File: config.mk
export PLATFORM = sky130hd
export DESIGN_NAME = ad9273_spi_arbiter
export DESIGN_NICKNAME = d
export VERILOG_FILES = /design/src/rtl/ad9273_spi_pkg.sv /design/src/rtl/ad9273_spi_arbiter_rr_pick.sv /design/src/rtl/ad9273_spi_arbiter.sv
export SDC_FILE = /design/constraint.sdc
export NUM_CORES = 1
export LEC_CHECK = 0
export CAP_MARGIN = 20
export CORE_UTILIZATION = 49
export CTS_CLUSTER_DIAMETER = 100
export DETAILED_ROUTE_END_ITERATION = 7
export PLACE_DENSITY = 0.87
export SKIP_LAST_GASP = 1
export SYNTH_ARGS = -nofsm -noshare
export SYNTH_HDL_FRONTEND = slang
export SYNTH_SLANG_ARGS = --single-unit
File: constraint.sdc
create_clock -name SPI_CLK -period 6.1 [get_ports SPI_CLK]
set_input_delay 1.22 -clock SPI_CLK [delete_from_list [all_inputs] [get_ports SPI_CLK]]
set_output_delay 1.22 -clock SPI_CLK [all_outputs]
set_load 0.005 [all_outputs]
File: src/rtl/ad9273_spi_pkg.sv
// Shared constants and types for the AD9273 SPI arbiter.
package ad9273_spi_pkg;

  localparam int ADDR_W = 13;
  localparam int DATA_W = 8;

  localparam logic RW_WRITE = 1'b1;
  localparam logic RW_READ  = 1'b0;

  localparam logic [ADDR_W-1:0] REG_DEV_INDEX2    = 13'h004;
  localparam logic [ADDR_W-1:0] REG_DEV_INDEX1    = 13'h005;
  localparam logic [ADDR_W-1:0] REG_DEVICE_UPDATE = 13'h0FF;
  localparam logic [DATA_W-1:0] UPDATE_EN         = 8'h01;

  typedef enum logic [2:0] {
    ST_IDLE,
    ST_ISSUE,
    ST_WAIT_BUSY,
    ST_WAIT_OVER,
    ST_DONE
  } arb_state_e;

endpackage

File: src/rtl/ad9273_spi_arbiter_rr_pick.sv
// Combinational round-robin picker: first asserted request at or after ptr, wrapping.
module rr_pick #(
  parameter int N  = 3,
  parameter int IW = 2
) (
  input  logic [N-1:0]  req,
  input  logic [IW-1:0] ptr,
  output logic [N-1:0]  grant,
  output logic [IW-1:0] idx,
  output logic          any
);

  int j;

  always_comb begin
    grant = '0;
    idx   = '0;
    any   = 1'b0;
    j     = 0;
    for (int k = 0; k < N; k++) begin
      j = (int'(ptr) + k) % N;
      if (!any && req[j]) begin
        any      = 1'b1;
        grant[j] = 1'b1;
        idx      = IW'(j);
      end
    end
  end

endmodule

File: src/rtl/ad9273_spi_arbiter.sv
// Round-robin, transaction-locked sharing of one SPI_AD engine between NUM_REQ requesters,
// with a watchdog on the engine's Over handshake.
module ad9273_spi_arbiter #(
  parameter int NUM_REQ     = 3,
  parameter int ADDR_W      = 13,
  parameter int DATA_W      = 8,
  parameter int TIMEOUT_CYC = 1024,
  localparam int IW         = (NUM_REQ > 1) ? $clog2(NUM_REQ) : 1
) (
  input  logic                       SPI_CLK,
  input  logic                       RST_n,
  input  logic [NUM_REQ-1:0]         req_valid,
  input  logic [NUM_REQ-1:0]         req_last,
  input  logic [NUM_REQ-1:0]         req_rw,
  input  logic [NUM_REQ*ADDR_W-1:0]  req_addr,
  input  logic [NUM_REQ*DATA_W-1:0]  req_data,
  output logic [NUM_REQ-1:0]         req_done,
  output logic [DATA_W-1:0]          rsp_data,
  output logic                       rsp_err,
  output logic                       timeout_err,
  output logic                       busy,
  output logic [IW-1:0]              owner,
  output logic                       eng_new_word,
  output logic [ADDR_W-1:0]          eng_addr,
  output logic [DATA_W-1:0]          eng_data,
  output logic                       eng_rw,
  input  logic [DATA_W-1:0]          eng_q,
  input  logic                       eng_over
);
  import ad9273_spi_pkg::*;

  localparam int CNT_W = (TIMEOUT_CYC > 2) ? $clog2(TIMEOUT_CYC) : 1;
  localparam logic [CNT_W-1:0] TMO_LAST = CNT_W'(TIMEOUT_CYC - 1);

  arb_state_e        state_reg;
  logic              lock_reg;
  logic              last_reg;
  logic [IW-1:0]     rr_ptr_reg;
  logic [CNT_W-1:0]  tmo_cnt_reg;

  logic [ADDR_W-1:0] addr_arr [NUM_REQ];
  logic [DATA_W-1:0] data_arr [NUM_REQ];

  genvar gi;
  generate
    for (gi = 0; gi < NUM_REQ; gi++) begin : g_unpack
      assign addr_arr[gi] = req_addr[gi*ADDR_W +: ADDR_W];
      assign data_arr[gi] = req_data[gi*DATA_W +: DATA_W];
    end
  endgenerate

  // While locked, only the owner is offered to the picker, so one path serves both cases.
  logic [NUM_REQ-1:0] owner_mask, pick_req, pick_grant;
  logic [IW-1:0]      pick_ptr, pick_idx, ptr_next;
  logic               pick_any;

  assign owner_mask = NUM_REQ'(1) << owner;
  assign pick_req   = lock_reg ? (req_valid & owner_mask) : req_valid;
  assign pick_ptr   = lock_reg ? owner : rr_ptr_reg;
  assign ptr_next   = (owner == IW'(NUM_REQ - 1)) ? '0 : owner + 1'b1;
  assign busy       = (state_reg != ST_IDLE) || lock_reg;

  rr_pick #(.N(NUM_REQ), .IW(IW)) u_pick (
    .req   (pick_req),
    .ptr   (pick_ptr),
    .grant (pick_grant),
    .idx   (pick_idx),
    .any   (pick_any)
  );

  logic [ADDR_W-1:0] sel_addr;
  logic [DATA_W-1:0] sel_data;
  logic              sel_rw, sel_last;

  always_comb begin
    sel_addr = '0;
    sel_data = '0;
    sel_rw   = 1'b0;
    sel_last = 1'b0;
    for (int i = 0; i < NUM_REQ; i++) begin
      if (pick_grant[i]) begin
        sel_addr = addr_arr[i];
        sel_data = data_arr[i];
        sel_rw   = req_rw[i];
        sel_last = req_last[i];
      end
    end
  end

  always_ff @(posedge SPI_CLK or negedge RST_n) begin
    if (!RST_n) begin
      state_reg    <= ST_IDLE;
      lock_reg     <= 1'b0;
      last_reg     <= 1'b0;
      rr_ptr_reg   <= '0;
      tmo_cnt_reg  <= '0;
      owner        <= '0;
      req_done     <= '0;
      rsp_data     <= '0;
      rsp_err      <= 1'b0;
      timeout_err  <= 1'b0;
      eng_new_word <= 1'b0;
      eng_addr     <= '0;
      eng_data     <= '0;
      eng_rw       <= 1'b0;
    end else begin
      eng_new_word <= 1'b0;
      req_done     <= '0;
      case (state_reg)
        ST_IDLE: begin
          if (pick_any) begin
            eng_addr     <= sel_addr;
            eng_data     <= sel_data;
            eng_rw       <= sel_rw;
            last_reg     <= sel_last;
            owner        <= pick_idx;
            lock_reg     <= 1'b1;
            eng_new_word <= 1'b1;
            state_reg    <= ST_ISSUE;
          end else begin
            lock_reg <= 1'b0;
          end
        end
        ST_ISSUE: begin
          tmo_cnt_reg <= '0;
          state_reg   <= ST_WAIT_BUSY;
        end
        // Over may still be high from the previous word; wait to see it low first.
        ST_WAIT_BUSY: begin
          tmo_cnt_reg <= tmo_cnt_reg + 1'b1;
          if (!eng_over) begin
            state_reg <= ST_WAIT_OVER;
          end else if (tmo_cnt_reg == TMO_LAST) begin
            rsp_data    <= '0;
            rsp_err     <= 1'b1;
            timeout_err <= 1'b1;
            req_done    <= owner_mask;
            state_reg   <= ST_DONE;
          end
        end
        ST_WAIT_OVER: begin
          tmo_cnt_reg <= tmo_cnt_reg + 1'b1;
          if (eng_over) begin
            rsp_data  <= eng_q;
            rsp_err   <= 1'b0;
            req_done  <= owner_mask;
            state_reg <= ST_DONE;
          end else if (tmo_cnt_reg == TMO_LAST) begin
            rsp_data    <= '0;
            rsp_err     <= 1'b1;
            timeout_err <= 1'b1;
            req_done    <= owner_mask;
            state_reg   <= ST_DONE;
          end
        end
        ST_DONE: begin
          rsp_err <= 1'b0;
          if (last_reg || rsp_err) begin
            lock_reg   <= 1'b0;
            rr_ptr_reg <= ptr_next;
          end
          state_reg <= ST_IDLE;
        end
        default: state_reg <= ST_IDLE;
      endcase
    end
  end

endmodule

Word level (Yosys, flattened, before mapping)
Index checks and enable logic that the tools add are counted. W data, S select, Z words.

Magnitude comparators: 6. Bitwise operators: 3. Reductions and logical operators: 22. $add $sub $neg: 4. Mux-type cells: 65. Div/mod/pow operators: 3. Equal/unequal tests: 10. Shift operators: 1.

Operators by type and width (count): $ge A32 B1 Y1 const B (3); $lt A32 B4 Y1 const B (3); $mod A32 B3 Y32 const B (2); $mux W8 (6); $mux W13 (3); $mux W3 (11); $mod A3 B3 Y32 const B (1); $mux W1 (27); $pmux W10 S2 (1); $pmux W8 S2 (1); $pmux W3 S4 (1); $add A10 B1 Y10 const B (1); $eq A10 B10 Y1 const B (1); $mux W2 (5); $reduce_and A2 Y1 (5); $ne A2 B2 Y1 const B (4); $bmux W1 S2 (3); $demux W1 S2 (3); $eq A3 B2 Y1 const B (2); $or A3 B3 Y3 (2); $pmux W3 S2 (1); $reduce_bool A2 Y1 (3); $reduce_bool A3 Y1 (2); $logic_and A1 B1 Y1 (5); other kinds (15) (18).

Input bits: 83. Output and inout port bits: 39. Flip-flop bits (word level): 55.

Depth between registers and ports, before layout
Gate-level depths: netlist (run 1).

Depth in word-level cells: 16. Gate-level depth with buffers: 15. Depth with buffers taken out: 12.

Cells and area by module
A second synthesis (run 1) with hierarchy kept.

Cell total of the unflattened synthesis: 328. Area, all modules: 3050.4 µm².

By module, submodules not included: ad9273_spi_arbiter (times used 1, area each 2765.2 µm², cells each 290); rr_pick (times used 1, area each 285.3 µm², cells each 38).

Worst setup path after synthesis (run 1)
OpenSTA, ideal clock, no wires.

Kind: register to register. Start point: reg lock_reg. End point: reg eng_addr[12]. Stages on the path, launching flop included: 14. Setup slack: 3158 ps. Library setup time: 132 ps. Arrival: 2810 ps. Cell sequence: dfrtp_1 -> buf_2 -> mux2i_1 -> inv_1 -> ha_1 -> buf_2 -> inv_1 -> o2111a_1 -> nor3_1 -> or4b_4 -> o211a_1 -> nor2_4 -> buf_6 -> a221oi_1.

Word-level cells in the longest chain between the ends: 15. Elaborated cells on any way between the ends: 47. Those cells by class: add/sub (2); div (3); order compare (6); mux (26); bitwise (2); reduce/logical (8).

Ends and longest elaborated chain: start, declared (RTL line ad9273_spi_arbiter.sv:36) `logic lock_reg;`; start signal, assigned (RTL line ad9273_spi_arbiter.sv:93) `lock_reg <= 1'b0;`; start signal, assigned (RTL line ad9273_spi_arbiter.sv:117) `lock_reg <= 1'b1;`; start signal, assigned (RTL line ad9273_spi_arbiter.sv:121) `lock_reg <= 1'b0;`; parallel branches: the longest is 15 deep, another holds $mod A32 B3 Y32; end signal, assigned (RTL line ad9273_spi_arbiter.sv:112) `eng_addr <= sel_addr;`; end, declared (RTL line ad9273_spi_arbiter.sv:24) `output logic [ADDR_W-1:0] eng_addr,`.

Several ways; the timed one is not identified. The select of a mux whose other input is x is not followed. A chain may end at the register's enable or synchronous reset.

Worst setup path after layout (run 1)
Start point: reg lock_reg. End point: reg eng_data[1].

Word-level cells in the longest chain between the ends: 15. Elaborated cells on any way between the ends: 47. Those cells by class: add/sub (2); div (3); order compare (6); mux (26); bitwise (2); reduce/logical (8).

Ends and longest elaborated chain: parallel branches: the longest is 15 deep, another holds $mod A32 B3 Y32; end signal, assigned (RTL line ad9273_spi_arbiter.sv:113) `eng_data <= sel_data;`; end, declared (RTL line ad9273_spi_arbiter.sv:25) `output logic [DATA_W-1:0] eng_data,`.

Several ways; the timed one is not identified. The select of a mux whose other input is x is not followed.

==> impl_metrics.py, run 1 <==
metrics = {
    "setup_path": {
        "critPathKind": "reg -> reg",
        "critical_path.max_stage_delay_ns": 0.83,
        "crit_required_ns": 6.31,
        "critPathArrivalTime_ns": 4.16,
        "cp_cell_sequence": "mux2i_1 > inv_1 > ha_1 > o211ai_1 > a31oi_1 > a31oi_1 > nand3b_1 > o21ai_2 > buf_4 > a21oi_1 > a221oi_1",
        "rr_worst_depth": 11,
        "worst_path_most_repeated_cell": "a31oi_1",
        "cp-start-kind": "flop",
        "cp_max_fo": 24,
        "crit_path_end_kind": "flop",
        "crit_slowest_cell": "nand3b_1",
    },
    "pwr": {
        "share_seq_of_total_power_pct": 27.1,
        "combPwrFrac_pct": 63.7,
        "p_clk_share_pct": 9.2,
        "leakage_uw": 0.00195,
        "ir_drop_mv": 0.276,
        "p_int_uw": 1300,
        "p_sw_uw": 1130,
        "cellPowerDensity_mw_per_mm2": 530,
        "swShare_pct": 46.6,
    },
    "finish": {
        "largest_register_ffs": 13,
        "num_antenna_cells": 0,
        "n_fill_cell": 479,
        "drive_gt1_share_pct": 12.6,
        "areaGrowthSynthToFinish_pct": 38.1,
        "nets": 539,
    },
    "cts": {
        "cts_buffers": 5,
        "clkSlewWorstSetupHoldPaths_ns": 0.10,
        "clkLatencyLatePin_ns": 0.31,
        "ctsHoldBuffers": 0,
        "cts.sinks": 55,
        "cts_buffer_depth": 2,
        "h-tree-depth": 2,
        "ctsResizeCount": 0,
        "cts_setup_buffers": 0,
        "cts_tree": "yes",
        "clockRootBuffer": "clkbuf_8",
    },
    "synth": {
        "ys.flop_type": "dfrtp_1",
        "synth_area_mm2": 0.00333,
        "postSynthAreaPerCell_um2": 9.64,
        "synth_edf_count": 0,
        "synth.largest_area_cell": "dfrtp_1",
        "synth.top_cells.by_count": "dfrtp_1, inv_1, nor2_1",
        "ys_seq_area_share_pct": 41.4,
        "syn-instance-count": 345,
        "synth_seq_cells": 55,
        "synthArstFlopShare_pct": 100,
        "yosysMostFrequentCell": "dfrtp_1",
        "synth_fp_nets": 433,
        "ys.warnings.count": 0,
        "yosys-top-cells-area": "dfrtp_1, a221oi_2, nand4_1",
        "yosysTopAreaCellShare_pct": 41.4,
        "yosysUniqueCellTypes": 56,
    },
    "worst_hold_path": {
        "hold_path_class": "reg -> reg",
        "whs_path_depth": 1,
    },
    "global_routing": {
        "grt_antenna_before_repair": 0,
        "grt_pass1_wl_um": 14900,
        "grt_remaining_overflow": 0,
        "grt_max_degree": 56,
        "grtUsageTotal_pct": 25.9,
        "grt_pass1_vias": 3101,
    },
    "route": {
        "vias": 3137,
        "wl_um": 9060,
        "vias_per_cell": 5.93,
        "wl_per_cell_um": 17.1,
        "drt-pass1-iter-count": 7,
        "drtAntennaViolNets": 0,
        "drc": 6,
        "drt_first_iter_violations": 219,
    },
    "sta": {
        "worstMarginPinSlew_ns": 1.08,
        "tns_ns": 0,
        "fmax_mhz": 253,
        "skew_ns": 0.00822,
        "slew_violations": 0,
        "hold_viol": 0,
        "rsz0062_at_grt": "no",
        "fin_crit_ns": 3.95,
        "max-slew-margin-rel_pct": 27.6,
        "post-route-period-util_pct": 64.7,
        "hold_ws_ns": 0.488,
        "finalSetupViolCount": 0,
    },
    "flow_run": {
        "drv_cap": 0,
    },
    "status": {
        "status": "complete, but fails checks",
        "violations": "design-rule violations",
    },
    "placement": {
        "hpwl_um": 6520,
        "gp_congestion": 0.920,
        "numPortBuffers": 121,
    },
    "floorplan": {
        "fp.dieH_um": 84.4,
        "core_area_mm2": 0.00646,
        "rows": 29,
        "dieWidth_um": 84.4,
        "start_util_pct": 51.5,
        "die_area_mm2": 0.00712,
        "io_pins": 122,
    },
}
per-layer routing:
| metal | up-vias | track usage, % | wire length [um] | share of wire [%] |
|---|---|---|---|---|
| met1 | 1508 | 34.0 | 3720 | 41 |
| met2 | 139 | 42.8 | 4500 | 50 |
| li1 | 1467 | - | - | - |
| met5 | - | 0 | 0 | 0 |
| met4 | 0 | 9.24 | 276 | 3.0 |
| met3 | 23 | 5.11 | 569 | 6.3 |
stage by stage:
step | power [uW] | util [%] | instances | setup WS (ns) | instance area (um^2)
final | 2440 | 71.1 | 529 | 2.15 | 4590
after global routing | 2610 | 71.1 | 529 | 1.75 | 4590
after CTS | 2420 | 71.1 | 529 | 2.22 | 4590
after detailed placement | 2200 | 69.6 | 521 | 1.91 | 4490
after global placement | 2150 | 69.6 | 521 | 2.02 | 4490
after floorplan | 1740 | - | 345 | 3.16 | 3330
path summary, 6_finish.rpt:
path	endpoint	from	slack, ns
worst min register to register	tmo_cnt_reg[9]	tmo_cnt_reg[9]	0.49
worst max-delay path	eng_data[1]	lock_reg	2.15
min in group asynchronous	tmo_cnt_reg[7]	RST_n	1.03
worst max register to register	eng_data[1]	lock_reg	2.15
max in group asynchronous	eng_addr[10]	RST_n	4.61
worst min-delay path	tmo_cnt_reg[9]	tmo_cnt_reg[9]	0.49
power by group through the flow:
stage | Clock [uW] | Sequential (uW) | Combinational (uW)
5_1_grt | 241 | 680 | 1690
4_1_cts | 224 | 657 | 1540
3_3_place_gp | 0 | 657 | 1500
6_report | 223 | 660 | 1550
2_1_floorplan | 0 | 606 | 1130
3_5_place_dp | 0 | 661 | 1540
cells by family (layout without fill, tap and decap cells):
| kind of cell | after synthesis | after routing | share of synthesized area (%) |
|---|---|---|---|
| multiplexers | 6 | 6 | 1.88 |
| AND/OR/NAND/NOR | 115 | 115 | 18.0 |
| XOR/XNOR | 2 | 2 | 0.527 |
| flip-flops | 55 | 55 | 41.4 |
| AO/OA/AOI/OAI | 102 | 102 | 27.5 |
| adder cells (fa/ha/maj) | 6 | 6 | 2.18 |
| buffers and inverters | 59 | 166 | 8.58 |
critical path, delay by kind of cell, from the launching register on:
kind,cells,cell delay (ns)
AOI/OAI and AO/OA,6,1.07
and+or+nand+nor,1,0.83
DFF,1,0.66
adders and majority gates,1,0.46
buffers and inverters,2,0.46
muxes,1,0.34
cell type report:
| type | instances | area [um^2] | area share (%) |
|---|---|---|---|
| clock inverter | 2 | 17.5 | 0.381 |
| timing repair buffer | 124 | 1230 | 26.8 |
| sequential | 55 | 1380 | 30.0 |
| tap | 77 | 96.3 | 2.10 |
| inverter | 34 | 128 | 2.78 |
| multi-input combinational | 231 | 1660 | 36.2 |
| clock buffer | 6 | 82.6 | 1.80 |
placed cells by master (no fill, tap or decap), drive strengths merged, types with 2 or more instances in the layout:
cell type	Yosys	final
clkdlybuf4s50	0	120
dfrtp	55	55
inv	34	36
nor2	34	34
a21oi	28	28
nand4	26	26
a221oi	22	22
nand2	21	21
o21ai	18	18
a22o	8	8
and3	6	6
nor3	6	6
nand3	6	6
clkbuf	9	6
nand2b	6	6
ha	5	5
a31oi	5	5
mux2i	4	4
buf	16	4
nor2b	3	3
o21a	3	3
a211oi	3	3
o211ai	3	3
or3	2	2
a21o	2	2
a21boi	2	2
mux2	2	2
Note: power is estimated with default switching activity, not from simulation.
==> inputs of run 2 (changes only) <==
CORE_UTILIZATION = 41   (was 49)
PLACE_DENSITY = 0.78   (was 0.87)
clock period = 3.4 ns   (was 6.1 ns; I/O delays follow)
==> impl_metrics.py, run 2 (synthesis gave the netlist of run 1 again) <==
metrics = {
    "global_routing": {
        "grtUsageTotal_pct": 22.9,
        "grt_remaining_overflow": 0,
        "grt_antenna_before_repair": 0,
        "grt_pass1_wl_um": 15500,
        "grt_pass1_vias": 3226,
        "grt_max_degree": 28,
    },
    "setup_path": {
        "worst_path_most_repeated_cell": "buf_4",
        "cp.buffers_inverters": 3,
        "critPathArrivalTime_ns": 3.36,
        "crit_required_ns": 3.60,
        "cp-startpoint": "lock_reg",
        "rrSetupSlack_ns": 0.23,
        "cp_cell_sequence": "mux2i_1 > inv_1 > ha_1 > buf_4 > nor4_1 > nor3_1 > or4b_4 > o211a_1 > nor2_4 > buf_4 > a221oi_2",
        "cp_top_family": "simple AND/OR/NAND/NOR gates",
        "crit_path_end_kind": "flop",
        "critPathKind": "reg -> reg",
        "reg2reg_from": "lock_reg",
        "critical_path.max_stage_delay_ns": 0.60,
        "crit_slowest_cell": "or4b_4",
        "cp_max_fo": 13,
        "cp-start-kind": "flop",
    },
    "floorplan": {
        "fp.dieH_um": 92.1,
        "start_util_pct": 42.8,
        "die_area_mm2": 0.00848,
        "io_pins": 122,
        "dieWidth_um": 92.1,
        "core_area_mm2": 0.00777,
        "rows": 32,
    },
    "status": {
        "status": "finished clean",
    },
    "sta": {
        "fmax_mhz": 316,
        "skew_ns": 0.00599,
        "max-slew-margin-rel_pct": 49.8,
        "rsz0062_at_grt": "no",
        "fin_crit_ns": 3.17,
        "slew_violations": 0,
        "hold_viol": 0,
        "post-route-period-util_pct": 93.1,
        "worstMarginPinSlew_ns": 0.750,
        "hold_ws_ns": 0.318,
        "finalSetupViolCount": 0,
    },
    "placement": {
        "numPortBuffers": 121,
        "hpwl_um": 7130,
        "gp_congestion": 0.836,
    },
    "cts": {
        "cts_buffers": 5,
        "cts_setup_buffers": 0,
        "cts_buffer_depth": 2,
        "clockRootBuffer": "clkbuf_8",
        "cts.sinks": 55,
        "clkLatencyLatePin_ns": 0.32,
        "h-tree-depth": 2,
        "clkSlewWorstSetupHoldPaths_ns": 0.11,
        "cts_tree": "yes",
    },
    "pwr": {
        "ir_drop_mv": 0.445,
        "p_int_uw": 2430,
        "p_clk_share_pct": 8.3,
        "p_sw_uw": 2160,
        "cellPowerDensity_mw_per_mm2": 965,
        "swShare_pct": 47.0,
        "share_seq_of_total_power_pct": 24.4,
        "leakage_uw": 0.00201,
        "combPwrFrac_pct": 67.3,
    },
    "finish": {
        "num_antenna_cells": 0,
        "largest_register_ffs": 13,
        "drive_gt1_share_pct": 15.3,
        "layout_common_cells": "clkdlybuf4s50_1, dfrtp_1, inv_1, nor2_1, nand4_1",
        "fin_util_pct": 61.2,
        "final_common_cell": "clkdlybuf4s50_1",
        "nets": 552,
        "areaGrowthSynthToFinish_pct": 43.0,
    },
    "route": {
        "drt_first_iter_violations": 195,
        "drt-pass1-iter-count": 4,
        "wl_per_cell_um": 17.3,
        "wl_um": 9790,
        "drc": 0,
        "vias_per_cell": 5.67,
        "vias": 3216,
        "drtAntennaViolNets": 0,
    },
    "flow_run": {
        "drv_cap": 0,
    },
    "worst_hold_path": {
        "hold_path_class": "in -> async",
    },
}
run 2: through the flow:
stage / worst slack [ns] / TNS (ns) / instances / instance area (um^2) / power (uW)
after CTS: 0.0691 / 0 / 566 / 4710 / 4500
after detailed placement: -0.0558 / -0.583 / 558 / 4620 / 4110
after global routing: 0.0484 / 0 / 567 / 4750 / 4910
after floorplan: 0.458 / 0 / 345 / 3330 / 3120
after global placement: 0.0936 / 0 / 558 / 4620 / 4010
final: 0.234 / 0 / 567 / 4750 / 4590
run 2: worst paths after layout:
path	depth (start not counted)	to
max	11	eng_addr[8]
min	1	eng_data[0]
max reg2reg	11	eng_addr[8]
min reg2reg	1	timeout_err
max in group asynchronous	2	eng_addr[9]
min in group SPI_CLK	1	timeout_err
run 2: worst reg2reg max path: cells and delay by family, from the launching register on:
family	cells	cell delay, ns
flops	1	0.41
fa+ha+maj	1	0.34
compound gates	2	0.32
simple gates	4	1.10
buf+inv	3	0.55
mux	1	0.31
run 2: cell type report:
type                    instances  area, um^2
fillers                       646        3010
multi-input cells             232        1710
flip-flops and latches         55        1380
repair buffers                136        1320
inverters                      34         128
well taps                     102         128
clock buffers                   5        68.8
clock inverters                 3        25.0
run 2: per-layer routing:
layer	GRT usage [%]	wire (um)	share of wire, %	vias up
li1	-	-	-	1497
met2	40.4	5060	52	98
met3	2.57	443	4.5	27
met1	28.0	3960	40	1594
met5	0	0	0	-
met4	9.90	323	3.3	0
run 2: power groups by stage:
| stage | Combinational, uW | Clock [uW] | Sequential (uW) |
|---|---|---|---|
| floorplan | 2030 | 0 | 1090 |
| global placement | 2890 | 0 | 1120 |
| detailed placement | 2990 | 0 | 1120 |
| CTS | 2990 | 396 | 1120 |
| global route | 3340 | 417 | 1150 |
| finish | 3090 | 382 | 1120 |
run 2: what timing repair did:
| item | in CTS | in global routing |
|---|---|---|
| gates resized for setup | 0 | 3 |
| endpoints found under the setup margin | 0 | 23 |
| hold buffers | 0 | 0 |
